`src/rtl/uart_tx_core_if.sv`:
```
// Bus-side signal bundle for one UART transmit channel.
// The master drives the byte and start request; the slave is the transmitter core.
interface uart_tx_core_if;
  logic       start_trigger;
  logic [7:0] i_data;
  logic       tx_data;
  logic       tx_busy;
  logic       tx_done;
  logic       baud_tick;

  modport master (
    output start_trigger,
    output i_data,
    input  tx_data,
    input  tx_busy,
    input  tx_done,
    input  baud_tick
  );

  modport slave (
    input  start_trigger,
    input  i_data,
    output tx_data,
    output tx_busy,
    output tx_done,
    output baud_tick
  );
endinterface

```
`src/rtl/uart_tx_core.sv`:
```
// 8N1 UART transmitter with an integrated baud-tick generator.
// A one-cycle start strobe latches a byte, which is sent LSB first framed by
// one low start bit and one high stop bit, each bit lasting BAUD_COUNT clocks.
module uart_tx_core #(
  parameter int SYS_CLK    = 100_000_000,
  parameter int BAUD       = 9600,
  parameter int BAUD_COUNT = SYS_CLK / BAUD
) (
  input logic           clk,
  input logic           rst,
  uart_tx_core_if.slave bus
);

  localparam int                 CNT_W    = (BAUD_COUNT > 1) ? $clog2(BAUD_COUNT) : 1;
  localparam logic [CNT_W-1:0]   LAST_CNT = CNT_W'(BAUD_COUNT - 1);

  typedef enum logic [1:0] {
    IDLE  = 2'd0,
    START = 2'd1,
    DATA  = 2'd2,
    STOP  = 2'd3
  } state_t;

  state_t           r_state;
  state_t           w_nextState;
  logic [CNT_W-1:0] r_baudCnt;
  logic [2:0]       r_bitIdx;
  logic [7:0]       r_shift;
  logic             r_txData;
  logic             r_txBusy;
  logic             r_txDone;

  logic             w_tick;
  logic             w_accept;
  logic             w_txDataNext;
  logic             w_txBusyNext;
  logic             w_txDoneNext;
  logic [2:0]       w_bitIdxNext;
  logic [7:0]       w_shiftNext;

  assign w_tick   = (r_state != IDLE) && (r_baudCnt == LAST_CNT);
  assign w_accept = (r_state == IDLE) && bus.start_trigger;

  // Baud counter: parked at zero when idle, free-runs and wraps every bit period while busy.
  always_ff @(posedge clk) begin
    if (rst) begin
      r_baudCnt <= '0;
    end else if (r_state == IDLE || r_baudCnt == LAST_CNT) begin
      r_baudCnt <= '0;
    end else begin
      r_baudCnt <= r_baudCnt + CNT_W'(1);
    end
  end

  // State register; reset aborts any frame in progress.
  always_ff @(posedge clk) begin
    if (rst) begin
      r_state <= IDLE;
    end else begin
      r_state <= w_nextState;
    end
  end

  // Next-state logic: every bit boundary is marked by the baud tick.
  always_comb begin
    w_nextState = r_state;
    unique case (r_state)
      IDLE:    if (w_accept) w_nextState = START;
      START:   if (w_tick) w_nextState = DATA;
      DATA:    if (w_tick && r_bitIdx == 3'd7) w_nextState = STOP;
      STOP:    if (w_tick) w_nextState = IDLE;
      default: w_nextState = IDLE;
    endcase
  end

  // Output logic: computes the next line level, shift register and status flags.
  always_comb begin
    w_txDataNext = r_txData;
    w_txBusyNext = (w_nextState != IDLE);
    w_txDoneNext = 1'b0;
    w_bitIdxNext = r_bitIdx;
    w_shiftNext  = r_shift;
    unique case (r_state)
      IDLE: begin
        w_txDataNext = 1'b1;
        if (w_accept) begin
          w_txDataNext = 1'b0;
          w_shiftNext  = bus.i_data;
          w_bitIdxNext = 3'd0;
        end
      end
      START: begin
        if (w_tick) begin
          w_txDataNext = r_shift[0];
          w_shiftNext  = {1'b0, r_shift[7:1]};
          w_bitIdxNext = 3'd0;
        end
      end
      DATA: begin
        if (w_tick) begin
          if (r_bitIdx == 3'd7) begin
            w_txDataNext = 1'b1;
          end else begin
            w_txDataNext = r_shift[0];
            w_shiftNext  = {1'b0, r_shift[7:1]};
            w_bitIdxNext = r_bitIdx + 3'd1;
          end
        end
      end
      STOP: begin
        if (w_tick) begin
          w_txDataNext = 1'b1;
          w_txDoneNext = 1'b1;
        end
      end
      default: w_txDataNext = 1'b1;
    endcase
  end

  // Output and datapath registers so the pin and status flags are glitch-free.
  always_ff @(posedge clk) begin
    if (rst) begin
      r_txData <= 1'b1;
      r_txBusy <= 1'b0;
      r_txDone <= 1'b0;
      r_bitIdx <= 3'd0;
      r_shift  <= 8'h00;
    end else begin
      r_txData <= w_txDataNext;
      r_txBusy <= w_txBusyNext;
      r_txDone <= w_txDoneNext;
      r_bitIdx <= w_bitIdxNext;
      r_shift  <= w_shiftNext;
    end
  end

  assign bus.tx_data   = r_txData;
  assign bus.tx_busy   = r_txBusy;
  assign bus.tx_done   = r_txDone;
  assign bus.baud_tick = w_tick;

endmodule

```
`src/flat_wrapper.sv`:
```
// flat-port wrapper written by rule: the top's interface ports become plain ports
module uart_tx_core_flat 
#(
  parameter int SYS_CLK    = 100_000_000,
  parameter int BAUD       = 9600,
  parameter int BAUD_COUNT = SYS_CLK / BAUD
)
  (clk, rst, bus_start_trigger, bus_i_data, bus_tx_data, bus_tx_busy, bus_tx_done, bus_baud_tick);
  uart_tx_core_if bus_i ();
  input logic clk;
  input logic rst;
  input wire logic [$bits(bus_i.start_trigger)-1:0] bus_start_trigger;
  input wire logic [$bits(bus_i.i_data)-1:0] bus_i_data;
  output wire logic [$bits(bus_i.tx_data)-1:0] bus_tx_data;
  output wire logic [$bits(bus_i.tx_busy)-1:0] bus_tx_busy;
  output wire logic [$bits(bus_i.tx_done)-1:0] bus_tx_done;
  output wire logic [$bits(bus_i.baud_tick)-1:0] bus_baud_tick;
  assign bus_i.start_trigger = bus_start_trigger;
  assign bus_i.i_data = bus_i_data;
  assign bus_tx_data = bus_i.tx_data;
  assign bus_tx_busy = bus_i.tx_busy;
  assign bus_tx_done = bus_i.tx_done;
  assign bus_baud_tick = bus_i.baud_tick;
  uart_tx_core #(.SYS_CLK(SYS_CLK), .BAUD(BAUD), .BAUD_COUNT(BAUD_COUNT)) u_core (.clk(clk), .rst(rst), .bus(bus_i));
endmodule
```
`config.mk`:
```
export PLATFORM = sky130hd
export DESIGN_NAME = uart_tx_core_flat
export DESIGN_NICKNAME = d
export VERILOG_FILES = /design/src/rtl/uart_tx_core_if.sv /design/src/rtl/uart_tx_core.sv /design/src/flat_wrapper.sv
export SDC_FILE = /design/constraint.sdc
export NUM_CORES = 1
export LEC_CHECK = 0
export BUFFER_PORTS_ARGS = -buffer_cell sky130_fd_sc_hd__buf_2
export CORE_MARGIN = 4
export CORE_UTILIZATION = 62
export DETAILED_ROUTE_END_ITERATION = 12
export HOLD_SLACK_MARGIN = 0.12
export MAX_ROUTING_LAYER = met4
export PLACE_DENSITY = 0.82
export SYNTH_ARGS = -nofsm -noshare
export SYNTH_HDL_FRONTEND = slang
export SYNTH_SLANG_ARGS = --single-unit
export TNS_END_PERCENT = 30
```
`constraint.sdc`:
```
create_clock -name clk -period 3.6 [get_ports clk]
set_clock_uncertainty 0.15 [all_clocks]
set_input_delay 0.18 -clock clk [delete_from_list [all_inputs] [get_ports clk]]
set_output_delay 0.18 -clock clk [all_outputs]
set_load 0.1 [all_outputs]
```
Word-level counts from Yosys, hierarchy flattened
Index checks and enable logic that the tools add are counted.
- output and inout port bits: 4
- logic and storage cells: 54
- input port bits: 11
- flip-flop bits (word level): 30
- eq/ne operators: 10
- add/sub/neg operators: 2
- mux-type cells: 22
- bitwise gates (word level): 1
- reductions and logical operators: 12
- operators by type and width (kind ; count):
    8-bit 2-to-1 mux ; 4
    8-bit one-hot mux with 3 select lines ; 1
    14-bit by 1-bit adder with 14-bit output, second input constant ; 1
    14-bit equality test, second input constant ; 1
    3-bit 2-to-1 mux ; 4
    3-bit one-hot mux with 3 select lines ; 1
    2-bit 2-to-1 mux ; 4
    2-bit by 1-bit inequality test with 1-bit output, second input constant ; 4
    2-bit one-hot mux with 4 select lines ; 1
    1-bit 2-to-1 mux ; 6
    5-bit AND reduction ; 1
    2-bit equality test, second input constant ; 2
    1-bit one-hot mux with 4 select lines ; 1
    2-bit nonzero test ; 2
    2-bit OR reduction ; 2
    3-bit by 1-bit adder with 3-bit output, second input constant ; 1
    3-bit equality test, second input constant ; 1
    1-bit logical AND ; 3
    3-bit AND reduction ; 1
    3-bit nonzero test ; 1
    2-bit by 1-bit equality test with 1-bit output, second input constant ; 1
    2-bit zero test ; 1
    2-bit inequality test, second input constant ; 1
    1-bit logical OR ; 1
    1-bit inverter ; 1

Longest topological paths before layout
Gate-level depths: netlist of the first run.
- depth after elaboration: 6
- mapped depth: 8
- depth with buffers taken out: 6

Least setup slack after synthesis of the first run
Ideal clock, no wire load.
- path type: reg-to-reg
- from: register u_core.r_baudCnt[0]
- to: register u_core.r_txDone, in the netlist u_core.bus.tx_done
- setup time: 70 ps
- data required time: 3380 ps
- cell stages (with the launch flop): 6
- setup slack: -81 ps
- arrival: 3461 ps
- clock period less this slack: 3681 ps
- path through: dfxtp_1 ha_1 nand2_1 or3_1 nor3_1 and3_1
- cells in the longest elaborated chain, start to end: 3
- RTL lines (element ; line ; source):
    start: declaration ; uart_tx_core.sv:26 ; logic [CNT_W-1:0] r_baudCnt;
    start signal: assignment ; uart_tx_core.sv:51 ; r_baudCnt <= r_baudCnt + CNT_W'(1);
    14-bit equality test ; uart_tx_core.sv:41 ; assign w_tick = (r_state != IDLE) && (r_baudCnt == LAST_CNT);
    1-bit logical AND ; uart_tx_core.sv:41 ;
    net bus_baud_tick ; flat_wrapper.sv:17 ; output wire logic [$bits(bus_i.baud_tick)-1:0] bus_baud_tick;
    1-bit 2-to-1 mux ; uart_tx_core.sv:111 ; if (w_tick) begin
    end signal: assignment ; uart_tx_core.sv:131 ; r_txDone <= w_txDoneNext;
    end: declaration ; uart_tx_core.sv:31 ; logic r_txDone;
The timed path passes the listed nets, and every way through them passes these cells.
A chain may end at the register's enable or synchronous reset.

Final worst setup path of the first run
- from: register u_core.r_state[1]
- to: register u_core.r_bitIdx[2]
- cells in the longest elaborated chain, start to end: 4
- elaborated cells on any way between the ends: 13
- RTL lines (element ; line ; source):
    start: declaration ; uart_tx_core.sv:24 ; state_t r_state;
    start signal: assignment ; uart_tx_core.sv:60 ; r_state <= w_nextState;
    2-bit zero test or 2-bit nonzero test (tied branches) ; uart_tx_core.sv:42, uart_tx_core.sv:83, uart_tx_core.sv:41 ;
    1-bit logical AND (on tied branches) ; uart_tx_core.sv:42, uart_tx_core.sv:41 ;
    2-bit by 1-bit inequality test with 1-bit output (no source line) ; -- ;
    5-bit AND reduction (no source line) ; -- ;
    end signal: assignment ; uart_tx_core.sv:132 ; r_bitIdx <= w_bitIdxNext;
    end: declaration ; uart_tx_core.sv:27 ; logic [2:0] r_bitIdx;
Several ways; a longest one is shown, not always the timed one.

==> metrics.yaml, run 1 <==
cap_violations: 0
drt_wl_total_um: 3360
clk_latency_ns: 0.33
cp.arrival_ns: 2.70
io_pins: 15
antennaDiodeCount: 0
clkTransAtPathRegs_ns: 0.10
final_max_slew_viol_count: 0
finalCoreUtilization_pct: 74.7
wl_per_cell_um: 14.3
final_net_count: 223
clockBufferDepth: 2
yosys_warnings: 0
coreArea_um2: 2450
endpoint_kind: "flip-flop"
hp-class: "flip-flop to flip-flop"
track_usage_pct: 22.4
finalSetupViolations: 0
die_h_um: 58.7
layout-drive-gt1-share_pct: 17.1
grt_max_degree: 20
slew_headroom_pct: 25.7
antenna_found_initial: 0
cts_tree: "built"
finalPower_mw: 0.716
place_congestion: 0.972
grt_pass1_vias: 1325
die_w_um: 58.7
yosys_register_bits: 30
initial_core_util_pct: 64.9
gr-total-overflow: 0
path_max_fanout: 10
numCtsBuffers: 5
cts_setup_buffers: 0
rsz0062_at_grt: "false"
hpwl_um: 2300
p_leak_nw: 0.698
postSynthCellCount: 181
grt_pass1_wl_um: 5730
remaining_drc_errors: 0
crit_path_start_kind: "flip-flop"
die_area_um2: 3440
crit_type: "flip-flop to flip-flop"
synth_nets: 200
drt_iter0_markers: 75
finalCriticalPeriod_ns: 2.63
vias: 1370
power_density_nw_per_um2: 390
synth.avg_cell_area_um2: 8.80
via_per_inst: 5.83
row_count: 18
required_ns: 3.68
area_delta_synth_final_pct: 15.2
syn-cell-area_um2: 1590
drt_first_pass_iters: 4
finalCritPeriodShare_pct: 72.9
io_buffers: 14
max_freq_mhz: 381
fin_tns_setup_ns: 0
worstMarginPinSlew_ns: 1.11
status: "finished clean"
clock_sinks: 30
ys_seq_area_share_pct: 37.7
synth.distinct_cells: 40
peakVddDrop_uv: 343
hold_ws_ns: 0.319
ant_nets: 0
htreeDepth: 2
finalHoldViolations: 0
cts_root_buf: "clkbuf_4"
layout make-up:
type | count | area, um^2
clock buffer | 7 | 55.1
clock inverter | 1 | 5.00
fill | 189 | 621
inverter | 7 | 26.3
multi-input combinational | 136 | 940
sequential | 30 | 601
tap | 30 | 37.5
timing repair buffer | 24 | 170
layer usage:
layer	wire, um	part of all wire, %	global-route usage [%]
met4	37	1.1	9.39
met3	148	4.4	6.58
met2	1720	51	36.8
met5	0	0	-
met1	1460	43	25.2
per-stage QoR:
stage | area [um^2] | instances | worst slack (ns)
after floorplan | 1600 | 181 | 0.839
after global placement | 1670 | 217 | 1.13
after detailed placement | 1670 | 217 | 1.00
after CTS | 1830 | 235 | 0.994
after global routing | 1830 | 235 | 0.832
final | 1830 | 235 | 0.974
placed cells by master, fill, tap and decap left out, types with 2 or more instances in the layout:
master and instances:
nand3_1 7, inv_1 6, or4_4 2, and3_1 3, a31oi_1 2, nor3_1 4, ha_1 8, nor2b_1 3
nor4_1 5, xor2_1 2, mux2i_1 8, xnor2_1 9, a21oi_1 5, dlygate4sd3_1 10, or3_1 4, clkbuf_4 5
buf_2 14, a32o_1 2, nand2_1 21, mux2_2 7, nor2_1 23, nand4_1 2, dfxtp_1 30, or4_1 2
Yosys cell counts:
cell	instances	share of area [%]
a211oi_1	1	0.47
a211oi_2	1	0.79
a21boi_0	1	0.47
a21oi_1	5	1.6
a31oi_1	2	0.79
a32o_1	2	1.3
and3_1	3	1.2
and4b_1	1	0.63
buf_2	1	0.31
clkbuf_1	7	1.6
clkinv_1	1	0.24
dfxtp_1	30	38
ha_1	8	6.3
inv_1	6	1.4
mux2_2	7	4.9
mux2i_1	8	5.0
nand2_1	21	4.9
nand3_1	7	2.2
nand4_1	2	0.79
nand4_2	1	0.79
nand4b_1	1	0.55
nand4bb_1	1	0.71
nor2_1	23	5.4
nor2b_1	3	1.2
nor3_1	5	1.6
nor3b_1	1	0.47
nor4_1	5	2.0
nor4_2	1	0.79
o211a_1	1	0.63
o211ai_1	1	0.47
o21a_1	1	0.47
o21ai_0	1	0.31
o31ai_1	1	0.47
o32ai_2	1	1.0
o41ai_1	1	0.55
or3_1	4	1.6
or4_1	2	0.94
or4_4	2	1.4
xnor2_1	9	4.9
xor2_1	2	1.1
what timing repair did:
action	CTS	global route
hold endpoints to repair	12	0
gates resized for setup	0	0
hold buffers	10	0
critical path, cell delays in order, from the launching register on:
cell	delay (ns)
dfxtp_1	0.43
inv_1	0.11
ha_1	0.25
or4_4	0.46
nor4_2	0.31
a21oi_1	0.42
a32o_1	0.39
sequential cells by signal (all words and copies together) (netlist names):
signal and count:
u_core.bus.tx_busy 1, u_core.bus.tx_done 1, u_core.r_bitIdx 3, u_core.r_shift 8, u_core.bus.tx_data 1, u_core.r_baudCnt 14
u_core.r_state 2
power breakdown:
group | internal (mW) | switching, mW | total (mW)
sequential | 0.349 | 0.00957 | 0.359
clock | 0.0945 | 0.117 | 0.212
combinational | 0.0570 | 0.0883 | 0.145
path summary, 6_finish.rpt:
check                                  from                         endpoint  slack, ns  depth (start not counted)
min reg2reg  u_core.r_shift[6]$_SDFFE_PP0P_   u_core.r_shift[6]$_SDFFE_PP0P_       0.32                          2
min          u_core.r_shift[6]$_SDFFE_PP0P_   u_core.r_shift[6]$_SDFFE_PP0P_       0.32                          2
max            u_core.r_state[1]$_SDFF_PP0_  u_core.r_bitIdx[2]$_SDFFE_PP0P_       0.97                          6
max reg2reg    u_core.r_state[1]$_SDFF_PP0_  u_core.r_bitIdx[2]$_SDFFE_PP0P_       0.97                          6
kinds of logic after synthesis:
kind of cell | Yosys count | synth area share (%)
AOI/OAI and AO/OA | 19 | 9.27
xor gates and xnor gates | 11 | 6.05
adders and majority gates | 8 | 6.28
buffers and inverters | 15 | 3.61
DFF | 30 | 37.7
muxes | 15 | 9.98
and+or+nand+nor | 83 | 27.1
Note: power is estimated with default switching activity, not from simulation.
==> inputs of run 2 (changes only) <==
--- a/config.mk
+++ b/config.mk
@@ -7,11 +7,11 @@
 export LEC_CHECK = 0
 export BUFFER_PORTS_ARGS = -buffer_cell sky130_fd_sc_hd__buf_2
 export CORE_MARGIN = 4
-export CORE_UTILIZATION = 62
+export CORE_UTILIZATION = 58
 export DETAILED_ROUTE_END_ITERATION = 12
 export HOLD_SLACK_MARGIN = 0.12
 export MAX_ROUTING_LAYER = met4
-export PLACE_DENSITY = 0.82
+export PLACE_DENSITY = 0.77
 export SYNTH_ARGS = -nofsm -noshare
 export SYNTH_HDL_FRONTEND = slang
 export SYNTH_SLANG_ARGS = --single-unit
==> constraint.sdc (replaced) <==
create_clock -name clk -period 2.43 [get_ports clk]
set_clock_uncertainty 0.15 [all_clocks]
set_input_delay 0.1215 -clock clk [delete_from_list [all_inputs] [get_ports clk]]
set_output_delay 0.1215 -clock clk [all_outputs]
set_load 0.1 [all_outputs]
==> metrics.yaml, run 2 (synthesized netlist as in run 1, its figures left out) <==
status: "finished clean"
gr-total-overflow: 0  # unchanged
cp_cell_sequence: "inv_1 > ha_1 > or4_4 > or4_4 > o211a_1 > nor3_1"
finalCriticalPeriod_ns: 2.33  # -0.301 ns
finalCritPeriodShare_pct: 95.7  # +23 points
path_buf_inv: 1  # unchanged
r2r-start: "u_core.r_state[0]$_SDFF_PP0_"
clockBufferDepth: 2  # unchanged
hpwl_um: 2270  # -1.1%
crit_type: "flip-flop to flip-flop"
place_area_um2: 1720  # +2.6%
place_inst: 222  # +2.3%
final_cells: 241  # +2.6%
path_common_cell: "or4_4"
largest_reg_flops: 14  # unchanged
fin_area_um2: 1920  # +4.4%
die_w_um: 60.4  # +2.9%
io_buffers: 14  # unchanged
final_common_cell: "dfxtp_1"
row_count: 18  # unchanged
clkTransAtPathRegs_ns: 0.10  # about the same
area_delta_synth_final_pct: 20.3
io_pins: 15  # unchanged
track_usage_pct: 22.0  # -0.33 points
crit_slowest_cell: "or4_4"
die_area_um2: 3650  # +5.9%
r2r_cells: 6  # unchanged
holdPathEnd: "u_core.r_shift[4]$_SDFFE_PP0P_"
slowest_delay_ns: 0.46  # about the same
hold_start: "u_core.r_shift[4]$_SDFFE_PP0P_"
rsz0062_at_grt: "false"
r2r_setup_slack_ns: 0.10  # -0.87 ns
min_path_cells: 2  # unchanged
power_density_nw_per_um2: 587  # +50%
p_leak_nw: 0.752  # +7.8%
clk_latency_ns: 0.34  # about the same
remaining_drc_errors: 0  # unchanged
grt_pass1_wl_um: 5770  # +0.61%
coreArea_um2: 2540  # +3.7%
layout-drive-gt1-share_pct: 19.9  # +2.8 points
antennaDiodeCount: 0  # unchanged
fin_tns_setup_ns: 0  # unchanged
endpoint_kind: "flip-flop"
setup_ws_ns: 0.105  # -0.869 ns
drt_first_pass_iters: 4  # unchanged
final_net_count: 229  # +2.7%
vias: 1395  # +1.8%
fillers: 178  # -5.8%
ant_nets: 0  # unchanged
multiInputGateArea_um2: 948  # +0.93%
place_congestion: 0.983  # +1.1%
crit_path_start_kind: "flip-flop"
r2r-end: "u_core.r_state[1]$_SDFF_PP0_"
cap_violations: 0  # unchanged
final_max_slew_viol_count: 0  # unchanged
initial_core_util_pct: 62.6  # -2.3 points
grt_pass1_vias: 1324  # -0.075%
slew_headroom_pct: 67.7  # +42 points
dp_slack_ns: 0.139  # -0.861 ns
cts_tree: "built"
cts_setup_buffers: 0  # unchanged
drt_wl_total_um: 3340  # -0.86%
antenna_found_initial: 0  # unchanged
max_freq_mhz: 430  # +13%
worstMarginPinSlew_ns: 0.481  # -0.633 ns
finalHoldViolations: 0  # unchanged
hp-class: "flip-flop to flip-flop"
clock_sinks: 30  # unchanged
path_max_fanout: 4  # -6
numCtsBuffers: 5  # unchanged
cp.arrival_ns: 2.43  # -0.27 ns
htreeDepth: 2  # unchanged
final_cell_mix: "dfxtp_1 (30), nor2_1 (23), nand2_1 (20), buf_2 (13), dlygate4sd3_1 (11)"
seqCellArea_um2: 601  # unchanged
top_regs: "u_core.r_baudCnt (14), u_core.r_shift (8), u_core.r_bitIdx (3)"
grt_max_degree: 20  # unchanged
cts_root_buf: "clkbuf_4"
finalSetupViolations: 0  # unchanged
via_per_inst: 5.79  # -0.71%
required_ns: 2.53  # -1.15 ns
die_h_um: 60.4  # +2.9%
wl_per_cell_um: 13.8  # -3.3%
drt_iter0_markers: 63  # -16%
finalPower_mw: 1.13  # +57%
critPathTopFamily: "simple AND/OR/NAND/NOR gates"
peakVddDrop_uv: 514  # +50%
top_register: "u_core.r_baudCnt"
## run 2: cell types whose count changed in the layout (fill, tap and decap cells not counted)
cell,previous run,this run
nand2_1,21,20
buf_2,14,13
clkbuf_1,1,0
nor3_4,0,1
nand2_2,0,1
clkinv_2,1,0
buf_4,0,5
nor3_2,1,0
buf_6,0,1
dlygate4sd3_1,10,11
clkbuf_8,1,3
## run 2: layer usage
layer	global-route usage, %	wire length (um)	vias up
li1	-	-	699
met2	34.6	1570	35
met5	-	0	-
met3	8.51	159	11
met4	9.18	87	0
met1	25.0	1510	650
## run 2: metrics by stage
step | utilization (%) | hold slack [ns]
after floorplan | - | 0.110
after global placement | 67.5 | 0.231
after detailed placement | 67.5 | 0.231
after CTS | 75.0 | 0.314
after global routing | 75.3 | 0.333
final | 75.3 | 0.313
## run 2: cell type report
cell class / count / share of cell area (%)
Clock buffer: 8 / 4.11
Inverter: 7 / 1.37
Multi-Input combinational cell: 136 / 49.5
Sequential cell: 30 / 31.4
Tap cell: 30 / 1.96
Timing Repair Buffer: 30 / 11.7
## run 2: worst max-delay path by stage
| stage | startpoint | endpoint | cells past startpoint |
|---|---|---|---|
| after CTS | u_core.r_baudCnt[0]$_SDFF_PP0_ | bus_baud_tick | 5 |
| after detailed placement | u_core.r_state[0]$_SDFF_PP0_ | u_core.bus.tx_busy$_SDFF_PP0_ | 6 |
| final | u_core.r_state[0]$_SDFF_PP0_ | u_core.r_state[1]$_SDFF_PP0_ | 6 |
| after global routing | u_core.r_state[0]$_SDFF_PP0_ | u_core.bus.tx_busy$_SDFF_PP0_ | 6 |
| after global placement | u_core.r_state[0]$_SDFF_PP0_ | u_core.bus.tx_busy$_SDFF_PP0_ | 6 |
| after floorplan | u_core.r_baudCnt[0]$_SDFF_PP0_ | u_core.bus.tx_done$_SDFF_PP0_ | 5 |
## run 2: timing repair
action / 4_1_cts / 5_1_grt
resized for setup: 1 / 2
hold buffers: 11 / 0
hold endpoints to repair: 14 / 0
endpoints found under the setup margin: 1 / 1
## run 2: power breakdown
group          switching, mW  total [mW]  leakage [nW]  internal (mW)
Combinational          0.131       0.221         0.464         0.0906
Clock                  0.176       0.373        0.0446          0.197
Sequential            0.0135       0.531         0.244          0.517
## run 2: worst min-delay path, cell delays in order, from the launching register on
cell and delay, ns:
dfxtp_1 0.32, nand2_1 0.05, mux2i_1 0.06
==> inputs of run 3 (changes only) <==
--- a/config.mk
+++ b/config.mk
@@ -7,12 +7,13 @@
 export LEC_CHECK = 0
 export BUFFER_PORTS_ARGS = -buffer_cell sky130_fd_sc_hd__buf_2
 export CORE_MARGIN = 4
-export CORE_UTILIZATION = 58
+export CORE_UTILIZATION = 61
+export CTS_BUF_LIST = sky130_fd_sc_hd__clkbuf_4
 export DETAILED_ROUTE_END_ITERATION = 12
 export HOLD_SLACK_MARGIN = 0.12
 export MAX_ROUTING_LAYER = met4
-export PLACE_DENSITY = 0.77
+export PLACE_DENSITY = 0.81
 export SYNTH_ARGS = -nofsm -noshare
 export SYNTH_HDL_FRONTEND = slang
 export SYNTH_SLANG_ARGS = --single-unit
-export TNS_END_PERCENT = 30
+export TNS_END_PERCENT = 10
==> metrics.yaml, run 3 (synthesized netlist as in run 1, its figures left out) <==
status: "finished clean"
p_leak_nw: 0.779  # +3.6%
hpwl_um: 2550  # +12%
coreArea_um2: 2480  # -2.7%
vias: 1449  # +3.9%
rsz0062_at_grt: "false"
die_area_um2: 3490  # -4.3%
finalCriticalPeriod_ns: 2.31  # -0.0113 ns
cts_root_buf: "clkbuf_4"
drt_iter0_markers: 56  # -11%
htreeDepth: 2  # unchanged
track_usage_pct: 24.3  # +2.3 points
slowest_delay_ns: 0.41  # -0.05 ns
antenna_found_initial: 0  # unchanged
clkTransAtPathRegs_ns: 0.10  # about the same
numCtsBuffers: 5  # unchanged
initial_core_util_pct: 64.3  # +1.7 points
max_freq_mhz: 432  # +0.49%
die_h_um: 59.1  # -2.2%
crit_slowest_cell: "or3_1"
layout-drive-gt1-share_pct: 20.5  # +0.56 points
crit_path_start_kind: "flip-flop"
path_max_fanout: 5  # +1
crit_type: "flip-flop to primary output"
finalHoldViolations: 0  # unchanged
final_cell_mix: "dfxtp_1 (30), nor2_1 (23), nand2_1 (21), buf_2 (13), dlygate4sd3_1 (11)"
via_per_inst: 5.91  # +2.2%
row_count: 18  # unchanged
endpoint_kind: "primary output"
wl_per_cell_um: 15.1  # +9.1%
place_congestion: 0.998  # +1.5%
top_register: "u_core.r_baudCnt"
io_pins: 15  # unchanged
peakVddDrop_uv: 756  # +47%
cts_tree: "built"
cp.arrival_ns: 2.04  # -0.39 ns
seqCellArea_um2: 601  # unchanged
hp-class: "flip-flop to flip-flop"
largest_reg_flops: 14  # unchanged
remaining_drc_errors: 0  # unchanged
gr-total-overflow: 0  # unchanged
required_ns: 2.16  # -0.37 ns
die_w_um: 59.1  # -2.2%
fin_tns_setup_ns: 0  # unchanged
grt_max_degree: 20  # unchanged
grt_pass1_vias: 1468  # +11%
io_buffers: 14  # unchanged
ant_nets: 0  # unchanged
grt_pass1_wl_um: 6210  # +7.7%
path_common_cell: "buf_4"
cp_cell_sequence: "inv_1 > ha_1 > buf_4 > or3_1 > nor3_4 > buf_4"
final_net_count: 233  # +1.7%
finalCritPeriodShare_pct: 95.2  # -0.46 points
hold_ws_ns: 0.318  # +0.00447 ns
clock_sinks: 30  # unchanged
drt_wl_total_um: 3700  # +11%
cts_setup_buffers: 0  # unchanged
multiInputGateArea_um2: 946  # -0.26%
cap_violations: 0  # unchanged
clk_latency_ns: 0.33  # about the same
top_regs: "u_core.r_baudCnt (14), u_core.r_shift (8), u_core.r_bitIdx (3)"
drt_first_pass_iters: 4  # unchanged
antennaDiodeCount: 0  # unchanged
power_density_nw_per_um2: 642  # +9.2%
worstMarginPinSlew_ns: 0.507  # +0.0257 ns
area_delta_synth_final_pct: 23.2
final_common_cell: "dfxtp_1"
fillers: 166  # -6.7%
slew_headroom_pct: 66.0  # -1.7 points
final_max_slew_viol_count: 0  # unchanged
finalSetupViolations: 0  # unchanged
clockBufferDepth: 2  # unchanged
==> run 3: metal layers <==
| metal | vias to the layer above | wire length, um | track usage [%] |
|---|---|---|---|
| li1 | 708 | - | - |
| met1 | 683 | 1550 | 26.1 |
| met2 | 49 | 1890 | 40.9 |
| met3 | 9 | 206 | 7.63 |
| met4 | 0 | 52 | 10.7 |
| met5 | - | 0 | - |
==> run 3: layout make-up <==
type / instances / area share [%]
Tap cell: 30 / 1.91
Inverter: 7 / 1.34
Sequential cell: 30 / 30.6
Clock buffer: 5 / 1.91
Multi-Input combinational cell: 136 / 48.2
Clock inverter: 3 / 3.25
Timing Repair Buffer: 34 / 12.8
==> run 3: power breakdown <==
group,internal [mW],leakage (nW),switching (mW)
logic,0.0906,0.483,0.136
clock network,0.317,0.0528,0.182
registers,0.518,0.244,0.0151
==> run 3: worst max-delay path, delay by kind of cell (launching register included) <==
| family | cells | cell delay (ns) |
|---|---|---|
| DFF | 1 | 0.37 |
| adders and majority gates | 1 | 0.22 |
| buffers and inverters | 3 | 0.56 |
| and+or+nand+nor | 2 | 0.55 |
==> run 3: worst paths after layout <==
path	from	cells past startpoint	slack, ns	to
max	u_core.r_state[0]$_SDFF_PP0_	6	0.12	bus_baud_tick
min	u_core.r_shift[4]$_SDFFE_PP0P_	2	0.32	u_core.r_shift[4]$_SDFFE_PP0P_
max reg2reg	u_core.r_state[0]$_SDFF_PP0_	6	0.13	u_core.bus.tx_busy$_SDFF_PP0_
min reg2reg	u_core.r_shift[4]$_SDFFE_PP0P_	2	0.32	u_core.r_shift[4]$_SDFFE_PP0P_
==> run 3: per-stage QoR <==
step	total power [mW]	util (%)	setup slack (ns)	std cells	instance area (um^2)
after floorplan	0.705	-	0.0959	181	1600
after global placement	0.741	70.6	0.225	226	1750
after detailed placement	0.751	70.6	0.141	226	1750
after CTS	1.26	79.2	0.117	245	1960
after global routing	1.31	79.2	0.0269	245	1960
final	1.26	79.2	0.116	245	1960
==> run 3: what timing repair did <==
item	in CTS	in global routing
hold buffers	11	0
hold endpoints to repair	14	0
setup endpoints to repair	1	0
resized for setup	1	0
